<file path="src/rtl/trivium_ks_xor_if.sv">
`default_nettype none
// ---------------------------------------------------------------------------
// trivium_ks_xor_if : keystream, host data and result ports of trivium_ks_xor
// Rev 1.0
// ---------------------------------------------------------------------------
interface trivium_ks_xor_if #(
  parameter int W     = 32,
  parameter int LEN_W = 16
);
  logic             start;
  logic [LEN_W-1:0] msg_words;
  logic             ks_bit;
  logic             ks_vld;
  logic             ks_rdy;
  logic [W-1:0]     din;
  logic             din_vld;
  logic             din_rdy;
  logic [W-1:0]     dout;
  logic             dout_vld;
  logic             dout_rdy;
  logic             busy;
  logic             done;

  modport master (
    output start, msg_words, ks_bit, ks_vld, din, din_vld, dout_rdy,
    input  ks_rdy, din_rdy, dout, dout_vld, busy, done
  );

  modport slave (
    input  start, msg_words, ks_bit, ks_vld, din, din_vld, dout_rdy,
    output ks_rdy, din_rdy, dout, dout_vld, busy, done
  );
endinterface
`default_nettype wire

</file>
<file path="src/rtl/trivium_ks_xor.sv">
`default_nettype none
// ---------------------------------------------------------------------------
// trivium_ks_xor : packs serial keystream into words and XORs them with host data
// Rev 1.0
// ---------------------------------------------------------------------------
module trivium_ks_xor #(
  parameter int W     = 32,
  parameter int DEPTH = 4,
  parameter int LEN_W = 16
) (
  input  wire logic        CLK,
  input  wire logic        RSTn,
  trivium_ks_xor_if.slave  bus
);
  localparam int AW = $clog2(DEPTH);
  localparam int BW = $clog2(W);

  localparam logic [1:0] C_IDLE = 2'd0;
  localparam logic [1:0] C_RUN  = 2'd1;
  localparam logic [1:0] C_DONE = 2'd2;

  logic [1:0]       r_state;
  logic [1:0]       w_next;
  logic [LEN_W-1:0] r_len;
  logic [LEN_W-1:0] r_packed;
  logic [LEN_W-1:0] r_out_cnt;
  logic [BW-1:0]    r_bit_cnt;
  logic [W-1:0]     r_shift;
  logic [W-1:0]     r_mem [DEPTH];
  logic [AW:0]      r_wr_ptr;
  logic [AW:0]      r_rd_ptr;
  logic [W-1:0]     r_dout;
  logic             r_dout_vld;

  logic         w_full;
  logic         w_empty;
  logic         w_ks_rdy;
  logic         w_din_rdy;
  logic         w_busy;
  logic         w_done;
  logic         w_ks_acc;
  logic         w_push;
  logic         w_pop;
  logic         w_out_hs;
  logic         w_last_out;
  logic [W-1:0] w_push_word;

  assign w_full  = (r_wr_ptr[AW] != r_rd_ptr[AW]) && (r_wr_ptr[AW-1:0] == r_rd_ptr[AW-1:0]);
  assign w_empty = (r_wr_ptr == r_rd_ptr);

  assign w_ks_acc    = bus.ks_vld && w_ks_rdy;
  assign w_push      = w_ks_acc && (r_bit_cnt == BW'(W - 1));
  // Lower bits are already in the shifter; the final bit joins them on the fly.
  assign w_push_word = {bus.ks_bit, r_shift[W-2:0]};
  assign w_pop       = bus.din_vld && w_din_rdy;
  assign w_out_hs    = r_dout_vld && bus.dout_rdy;
  assign w_last_out  = w_out_hs && (r_out_cnt == r_len - LEN_W'(1));

  always_ff @(posedge CLK) begin
    if (!RSTn) r_state <= C_IDLE;
    else       r_state <= w_next;
  end

  always_comb begin
    w_next = r_state;
    case (r_state)
      C_IDLE:  if (bus.start) w_next = (bus.msg_words != '0) ? C_RUN : C_DONE;
      C_RUN:   if (w_last_out) w_next = C_DONE;
      C_DONE:  w_next = C_IDLE;
      default: w_next = C_IDLE;
    endcase
  end

  always_comb begin
    w_busy    = (r_state == C_RUN);
    w_done    = (r_state == C_DONE);
    w_ks_rdy  = w_busy && !w_full && (r_packed < r_len);
    w_din_rdy = w_busy && !w_empty && (!r_dout_vld || bus.dout_rdy);
  end

  assign bus.ks_rdy   = w_ks_rdy;
  assign bus.din_rdy  = w_din_rdy;
  assign bus.busy     = w_busy;
  assign bus.done     = w_done;
  assign bus.dout     = r_dout;
  assign bus.dout_vld = r_dout_vld;

  always_ff @(posedge CLK) begin
    if (!RSTn) begin
      r_len      <= '0;
      r_packed   <= '0;
      r_out_cnt  <= '0;
      r_bit_cnt  <= '0;
      r_shift    <= '0;
      r_wr_ptr   <= '0;
      r_rd_ptr   <= '0;
      r_dout     <= '0;
      r_dout_vld <= 1'b0;
    end else begin
      if (r_state == C_IDLE && bus.start) begin
        r_len     <= bus.msg_words;
        r_packed  <= '0;
        r_out_cnt <= '0;
        r_bit_cnt <= '0;
        r_wr_ptr  <= '0;
        r_rd_ptr  <= '0;
      end else begin
        if (w_ks_acc) begin
          r_shift[r_bit_cnt] <= bus.ks_bit;
          r_bit_cnt          <= r_bit_cnt + 1'b1;
        end
        if (w_push) begin
          r_wr_ptr <= r_wr_ptr + 1'b1;
          r_packed <= r_packed + 1'b1;
        end
        if (w_pop)    r_rd_ptr  <= r_rd_ptr + 1'b1;
        if (w_out_hs) r_out_cnt <= r_out_cnt + 1'b1;
      end

      if (w_pop) begin
        r_dout     <= bus.din ^ r_mem[r_rd_ptr[AW-1:0]];
        r_dout_vld <= 1'b1;
      end else if (bus.dout_rdy) begin
        r_dout_vld <= 1'b0;
      end
    end
  end

  always_ff @(posedge CLK) begin
    if (w_push) r_mem[r_wr_ptr[AW-1:0]] <= w_push_word;
  end
endmodule
`default_nettype wire
</file>
<file path="src/flat_wrapper.sv">
// flat-port wrapper written by rule: the top's interface ports become plain ports
module trivium_ks_xor_flat 
#(
  parameter int W     = 32,
  parameter int DEPTH = 4,
  parameter int LEN_W = 16
)
  (CLK, RSTn, bus_start, bus_msg_words, bus_ks_bit, bus_ks_vld, bus_din, bus_din_vld, bus_dout_rdy, bus_ks_rdy, bus_din_rdy, bus_dout, bus_dout_vld, bus_busy, bus_done);
  trivium_ks_xor_if #(.W(W), .LEN_W(LEN_W)) bus_i ();
  input  wire logic CLK;
  input  wire logic RSTn;
  input wire logic [$bits(bus_i.start)-1:0] bus_start;
  input wire logic [$bits(bus_i.msg_words)-1:0] bus_msg_words;
  input wire logic [$bits(bus_i.ks_bit)-1:0] bus_ks_bit;
  input wire logic [$bits(bus_i.ks_vld)-1:0] bus_ks_vld;
  input wire logic [$bits(bus_i.din)-1:0] bus_din;
  input wire logic [$bits(bus_i.din_vld)-1:0] bus_din_vld;
  input wire logic [$bits(bus_i.dout_rdy)-1:0] bus_dout_rdy;
  output wire logic [$bits(bus_i.ks_rdy)-1:0] bus_ks_rdy;
  output wire logic [$bits(bus_i.din_rdy)-1:0] bus_din_rdy;
  output wire logic [$bits(bus_i.dout)-1:0] bus_dout;
  output wire logic [$bits(bus_i.dout_vld)-1:0] bus_dout_vld;
  output wire logic [$bits(bus_i.busy)-1:0] bus_busy;
  output wire logic [$bits(bus_i.done)-1:0] bus_done;
  assign bus_i.start = bus_start;
  assign bus_i.msg_words = bus_msg_words;
  assign bus_i.ks_bit = bus_ks_bit;
  assign bus_i.ks_vld = bus_ks_vld;
  assign bus_i.din = bus_din;
  assign bus_i.din_vld = bus_din_vld;
  assign bus_i.dout_rdy = bus_dout_rdy;
  assign bus_ks_rdy = bus_i.ks_rdy;
  assign bus_din_rdy = bus_i.din_rdy;
  assign bus_dout = bus_i.dout;
  assign bus_dout_vld = bus_i.dout_vld;
  assign bus_busy = bus_i.busy;
  assign bus_done = bus_i.done;
  trivium_ks_xor #(.W(W), .DEPTH(DEPTH), .LEN_W(LEN_W)) u_core (.CLK(CLK), .RSTn(RSTn), .bus(bus_i));
endmodule
</file>
<file path="config.mk">
export PLATFORM = sky130hd
export DESIGN_NAME = trivium_ks_xor_flat
export DESIGN_NICKNAME = d
export VERILOG_FILES = /design/src/rtl/trivium_ks_xor_if.sv /design/src/rtl/trivium_ks_xor.sv /design/src/flat_wrapper.sv
export SDC_FILE = /design/constraint.sdc
export NUM_CORES = 1
export LEC_CHECK = 0
export ABC_AREA = 1
export CAP_MARGIN = 20
export CORE_MARGIN = 2
export CORE_UTILIZATION = 40
export CTS_CLUSTER_DIAMETER = 60
export DETAILED_ROUTE_END_ITERATION = 8
export GPL_TIMING_DRIVEN = 0
export SETUP_SLACK_MARGIN = 0.02
export SLEW_MARGIN = 10
export SYNTH_ARGS = -nofsm -noshare
export SYNTH_HDL_FRONTEND = slang
export SYNTH_SLANG_ARGS = --single-unit
</file>
<file path="constraint.sdc">
create_clock -name CLK -period 4.3 [get_ports CLK]
set_input_delay 0.86 -clock CLK [delete_from_list [all_inputs] [get_ports CLK]]
set_output_delay 0.86 -clock CLK [all_outputs]
set_load 0.05 [all_outputs]
</file>
==> results of run 1 <==
==> power groups by stage <==
stage / clock network, mW / registers [mW] / logic, mW
finish: 2.46 / 2.56 / 0.384
global route: 2.63 / 2.56 / 0.427
CTS: 2.52 / 2.56 / 0.383
detailed placement: 0 / 2.61 / 0.381
global placement: 0 / 2.61 / 0.375
floorplan: 0 / 2.61 / 0.241
==> sequential cells by signal, summed over array words and instances, names as in the netlist, named ones only <==
signal	count
u_core.r_mem	128
u_core.r_wr_ptr	3
u_core.r_rd_ptr	3
u_core.bus.dout_vld	1
u_core.r_state	2
u_core.r_shift	31
u_core.r_out_cnt	16
u_core.r_packed	16
u_core.bus.dout	32
u_core.r_bit_cnt	5
u_core.r_len	16
==> cell usage after synthesis (2+ instances only) <==
cell | n | area [um^2]
sky130_fd_sc_hd__nor2_1 | 165 | 619.3
sky130_fd_sc_hd__nand2_1 | 151 | 566.8
sky130_fd_sc_hd__o21ai_0 | 132 | 660.6
sky130_fd_sc_hd__edfxtp_1 | 128 | 3844
sky130_fd_sc_hd__dfxtp_1 | 127 | 2542
sky130_fd_sc_hd__a21oi_1 | 114 | 570.6
sky130_fd_sc_hd__inv_1 | 87 | 326.6
sky130_fd_sc_hd__nand3_1 | 67 | 335.3
sky130_fd_sc_hd__nand4_1 | 51 | 319.1
sky130_fd_sc_hd__clkbuf_1 | 45 | 168.9
sky130_fd_sc_hd__xnor2_1 | 43 | 376.6
sky130_fd_sc_hd__o22ai_1 | 32 | 200.2
sky130_fd_sc_hd__ha_1 | 28 | 350.3
sky130_fd_sc_hd__xor2_1 | 28 | 245.2
sky130_fd_sc_hd__nor3_1 | 13 | 65.06
sky130_fd_sc_hd__nor4_1 | 10 | 62.56
sky130_fd_sc_hd__buf_2 | 9 | 45.04
sky130_fd_sc_hd__buf_1 | 7 | 26.28
sky130_fd_sc_hd__buf_6 | 6 | 67.56
sky130_fd_sc_hd__nand3b_1 | 3 | 22.52
sky130_fd_sc_hd__o21a_1 | 3 | 22.52
sky130_fd_sc_hd__inv_2 | 2 | 7.510
sky130_fd_sc_hd__nor2_2 | 2 | 12.51
==> path summary, 6_finish.rpt <==
kind,from,endpoint,cells after the start,slack [ns]
max,u_core.r_len[7],bus_ks_rdy,10,0.33
min,u_core.r_rd_ptr[2],u_core.r_rd_ptr[2],2,0.49
max reg2reg,u_core.r_bit_cnt[3],u_core.r_mem[2][27],9,1.08
min reg2reg,u_core.r_rd_ptr[2],u_core.r_rd_ptr[2],2,0.49
==> stage by stage <==
stage          util, %  hold WS (ns)
2_1_floorplan        -        0.4582
5_1_grt          49.04        0.5241
3_5_place_dp     45.71        0.4784
3_3_place_gp     45.32        0.4739
4_1_cts          49.04        0.4878
6_report         49.04        0.4892
==> per-layer routing <==
layer  up-vias  routed length (um)  part of all wire [%]  global-route usage (%)
li1       4619                   -                     -                       -
met5         -                   0                     0                       0
met1      4350               12970                    44                   25.36
met4         0                 546                   1.9                   4.272
met3        47                1424                   4.8                   2.778
met2       235               14480                    49                   34.41
==> critical path: cells and delay by family (launching register included) <==
family          cells  cell delay (ns)
compound gates      2             0.28
fa+ha+maj           1             0.33
simple gates        3             0.33
buf+inv             4             1.25
flops               1             0.37
==> cell families after synthesis <==
group	Yosys count	synth area share, %
AND/OR/NAND/NOR	466	17.67
AO/OA/AOI/OAI	286	12.90
flip-flops	255	55.30
buffers and inverters	159	5.699
XOR/XNOR	71	5.385
adder cells (fa/ha/maj)	28	3.034
==> layout make-up <==
| class | instances | area, um^2 | share of cell area, % |
|---|---|---|---|
| clock buffer | 29 | 703.2 | 5.022 |
| inverter | 90 | 337.8 | 2.413 |
| tap | 384 | 480.5 | 3.432 |
| multi-input combinational | 851 | 4533 | 32.38 |
| clock inverter | 21 | 249.0 | 1.778 |
| buffer | 69 | 320.3 | 2.288 |
| sequential | 255 | 6386 | 45.61 |
| timing repair buffer | 95 | 991.0 | 7.078 |
==> metrics, run 1 <==
nets in the synthesized netlist 1348; Sequential Power Share 47.3%; power density relative to cell area 386.3 nW/um^2; starting density of the core 40.45%; CTS sink count 255; Critical Path Start Type flop; FP Rows 62; signal arrival time at the worst endpoint 3.11 ns; Post CTS Setup Buffer Count 0; post-DP HPWL 21070 um; share of layout cells above drive strength 1 5.532%; logic gate share of total power 7.1%; floorplan core area 28550 um^2; worst slack at placement 0.8739 ns; buffer cell driving the clock tree root sky130_fd_sc_hd__clkbuf_16; number of cells after detailed placement 1744; number of flip-flops and latches in the synthesized netlist 255; placement-stage cell area 13050 um^2; Required @ worst endpoint 3.44 ns; Avg WL per Cell 16.40 um; routed via count 9251; wirelength, routed 29430 um; unrepaired setup endpoints after global routing false; Max rail drop VDD 0.3293 mV; commonest non-fill, non-tap cell in the layout sky130_fd_sc_hd__nor2_1; clock-pin slew on the worst setup and hold paths 0.06 ns; total power 5.409 mW; wire length of the first global-routing pass 47580 um; Distinct cells, synth 35; first-pass iteration count of the detailed router 5; total number of yosys warnings 0; Leakage 5.030 nW; critical path endpoint category primary output; ratio of routed vias to standard cells 5.157; Layout Skew 0.01938 ns; share of synthesized registers carrying an async set or reset 0%; Least-Margin Pin Slew 0.8654 ns; commonest non-fill, non-tap cells in the layout 161 x sky130_fd_sc_hd__nor2_1, 151 x sky130_fd_sc_hd__nand2_1, 132 x sky130_fd_sc_hd__o21ai_0, 128 x sky130_fd_sc_hd__edfxtp_1, 127 x sky130_fd_sc_hd__dfxtp_1; CTS Buf Count 27; min-delay worst type flop to flop; Top FF cell, synth sky130_fd_sc_hd__edfxtp_1; synthesized area per cell 9.128 um^2; maximum clock frequency 251.7 MHz; Mapped Area 11550 um^2; height of the die 173.9 um; leftover overflow at the end of global routing 0; antenna-violating nets left 0; Placer Congestion 0.8868; total count of max-transition violations in the final report 0; switching part of the total 22.64%; Area growth syn-to-layout 21.25%; Hold Violations, Final 0; Antenna Cells 0; final non-filler cell total 1794; vias in the first global route 8959; Seq/Total Area, Yosys 55.30%; largest net degree at the start of global routing 26; synthesized instance count 1265; Fin Setup TNS 0 ns; fill cell total of the finished layout 2732; number of enable flip-flop cells after synthesis 128; run status finished, final reports clean; maximum count of clock buffers along a single path 3; largest fanout on the critical path 10; layout net count 1472; remaining design rule violation count 0; count of final setup violators 0; WS Path Type flop to primary output; post-route worst setup slack 0.3265 ns; power share of the clock group 45.6%; CTS tree built; internal cell power 4.184 mW; count of H-tree levels built during CTS 1; Resized Gates After CTS 0; top-level port count 92; Max Cap Viol 0; Die Wd 173.9 um; Tcrit/Tclk final 92.41%; Worst path max stage delay 0.82 ns; Total Die Area 30240 um^2; initial antenna violation count 0; Hold-fix buffers, CTS 0; Psw 1.224 mW; number of DRC markers after the initial detailed-route iteration 590; Rel. slew slack 42.31%; cells traversed along the worst timing path inv_1 > ha_1 > a21oi_1 > o21a_1 > nand2_1 > nand2_1 > and2_2 > buf_6 > buf_6 > clkdlybuf4s50_1; cell with the largest stage delay on the worst path sky130_fd_sc_hd__clkdlybuf4s50_1; Port-buffer cells 91; aggregate global-route resource usage 19.47%; clock network latency to the later pin of the worst-skew pair 0.56 ns; final instance area 14000 um^2; time the final worst path needs with I/O delays and setup 3.973 ns
Power figures use the tool's default switching activity.
==> inputs of run 2 (changes only) <==
--- a/config.mk
+++ b/config.mk
@@ -7,6 +7,7 @@
 export LEC_CHECK = 0
 export ABC_AREA = 1
 export CAP_MARGIN = 20
+export CORE_ASPECT_RATIO = 1.1
 export CORE_MARGIN = 2
 export CORE_UTILIZATION = 40
 export CTS_CLUSTER_DIAMETER = 60
==> metrics, run 2 (synthesized netlist as in run 1, its figures left out) <==
remaining design rule violation count 0 (unchanged); largest fanout on the critical path 10 (unchanged); power density relative to cell area 382.4 nW/um^2 (-1.0%); Rel. slew slack 43.07% (+0.76 points); Tcrit/Tclk final 92.90% (+0.49 points); Leakage 4.998 nW (-0.62%); Avg WL per Cell 16.57 um (+1.0%); Layout Skew 0.01278 ns (-0.006607 ns); post-DP HPWL 21020 um (-0.23%); wire length of the first global-routing pass 47100 um (-1.0%); Max Cap Viol 0 (unchanged); initial antenna violation count 0 (unchanged); largest net degree at the start of global routing 27 (+3.8%); layout net count 1473 (+0.068%); min-delay worst type flop to flop; wirelength, routed 29490 um (+0.22%); Least-Margin Pin Slew 0.8539 ns (-0.01146 ns); unrepaired setup endpoints after global routing false; CTS Buf Count 28 (+3.7%); count of H-tree levels built during CTS 1 (unchanged); total count of max-transition violations in the final report 0 (unchanged); vias in the first global route 8953 (-0.067%); buffer cell driving the clock tree root sky130_fd_sc_hd__clkbuf_16; maximum clock frequency 250.3 MHz (-0.53%); Area growth syn-to-layout 20.80%; Critical Path Start Type flop; CTS sink count 255 (unchanged); WS Path Type flop to primary output; number of cells after detailed placement 1728 (-0.92%); routed via count 9341 (+0.97%); Hold-fix buffers, CTS 0 (unchanged); Post CTS Setup Buffer Count 0 (unchanged); starting density of the core 40.45% (about the same); number of DRC markers after the initial detailed-route iteration 645 (+9.3%); Die Wd 166 um (-4.5%); clock-pin slew on the worst setup and hold paths 0.06 ns (about the same); signal arrival time at the worst endpoint 3.13 ns (+0.02 ns); height of the die 182.2 um (+4.8%); leftover overflow at the end of global routing 0 (unchanged); share of layout cells above drive strength 1 5.312% (-0.22 points); max FFs per register 128 (unchanged); first-pass iteration count of the detailed router 5 (unchanged); commonest non-fill, non-tap cells in the layout 161 x sky130_fd_sc_hd__nor2_1, 151 x sky130_fd_sc_hd__nand2_1, 132 x sky130_fd_sc_hd__o21ai_0, 128 x sky130_fd_sc_hd__edfxtp_1, 127 x sky130_fd_sc_hd__dfxtp_1; total power 5.335 mW (-1.4%); Total Die Area 30250 um^2 (about the same); final non-filler cell total 1780 (-0.78%); ratio of routed vias to standard cells 5.248 (+1.8%); floorplan core area 28550 um^2 (about the same); antenna-violating nets left 0 (unchanged); Max rail drop VDD 0.2662 mV (-19%); Required @ worst endpoint 3.44 ns (about the same); top-level port count 92 (unchanged); time the final worst path needs with I/O delays and setup 3.995 ns (+0.02112 ns); Hold Violations, Final 0 (unchanged); commonest non-fill, non-tap cell in the layout sky130_fd_sc_hd__nor2_1; aggregate global-route resource usage 19.15% (-0.32 points); count of final setup violators 0 (unchanged); run status finished, final reports clean; Port-buffer cells 91 (unchanged); Final Util 48.87% (-0.18 points); Placer Congestion 0.8971 (+1.2%); fill cell total of the finished layout 2691 (-1.5%); clock network latency to the later pin of the worst-skew pair 0.54 ns (-0.02 ns); Resized Gates After CTS 0 (unchanged); FP Rows 65 (+4.8%); critical path endpoint category primary output; CTS tree built; maximum count of clock buffers along a single path 3 (unchanged); Antenna Cells 0 (unchanged)
-- run 2: cell count changes in the layout (fill, tap and decap cells not counted), sizes merged --
| cell | previous run | this run |
|---|---|---|
| clkbuf | 75 | 83 |
| clkinv | 13 | 10 |
| inv | 93 | 90 |
| bufinv | 5 | 3 |
| clkinvlp | 0 | 2 |
-- run 2: per-stage QoR --
stage / instance area (um^2) / setup WS (ns) / hold WS, ns / setup TNS, ns
after floorplan: 11550 / 0.8804 / 0.4582 / 0
after global placement: 12920 / -0.8195 / 0.4731 / -97.00
after detailed placement: 13030 / 0.8880 / 0.4786 / 0
after CTS: 13950 / 0.3212 / 0.4862 / 0
after global routing: 13950 / 0.1675 / 0.5289 / 0
final: 13950 / 0.3054 / 0.4854 / 0
-- run 2: final timing paths --
path | cells after the start | slack [ns] | end | from
max | 10 | 0.31 | bus_ks_rdy | u_core.r_len[9]
min | 2 | 0.49 | u_core.r_rd_ptr[2] | u_core.r_rd_ptr[2]
max reg2reg | 9 | 1.14 | u_core.r_mem[3][23] | u_core.r_bit_cnt[3]
min reg2reg | 2 | 0.49 | u_core.r_rd_ptr[2] | u_core.r_rd_ptr[2]
-- run 2: final cells by class --
class	count	area (um^2)	area share, %
sequential	255	6386	45.78
multi-input combinational	851	4533	32.50
timing repair buffer	95	991.0	7.104
clock buffer	37	755.7	5.418
tap	368	460.4	3.301
inverter	90	337.8	2.422
buffer	69	320.3	2.296
clock inverter	15	165.2	1.184
-- run 2: where the power goes --
part	total, mW	internal (mW)	switching, mW
clock network	2.39	1.42	0.967
registers	2.56	2.55	0.0160
logic	0.385	0.148	0.237
-- run 2: per-layer routing --
metal  wire [um]  part of all wire [%]  up-vias  global-route usage [%]
met3        1476                   5.0       54                   2.863
met5           0                     0        -                       0
li1            -                     -     4636                       -
met2       14250                    48      277                   33.54
met4         903                   3.1        0                   6.783
met1       12870                    44     4374                   24.14
-- run 2: worst max-delay path, stage by stage, from the launching register on --
cell,delay [ns]
sky130_fd_sc_hd__dfxtp_1,0.38
sky130_fd_sc_hd__inv_1,0.14
sky130_fd_sc_hd__ha_1,0.31
sky130_fd_sc_hd__a21o_1,0.16
sky130_fd_sc_hd__nand3_1,0.07
sky130_fd_sc_hd__a21oi_1,0.09
sky130_fd_sc_hd__nor2_2,0.14
sky130_fd_sc_hd__and2_2,0.18
sky130_fd_sc_hd__buf_6,0.15
sky130_fd_sc_hd__buf_6,0.16
sky130_fd_sc_hd__clkdlybuf4s50_1,0.81
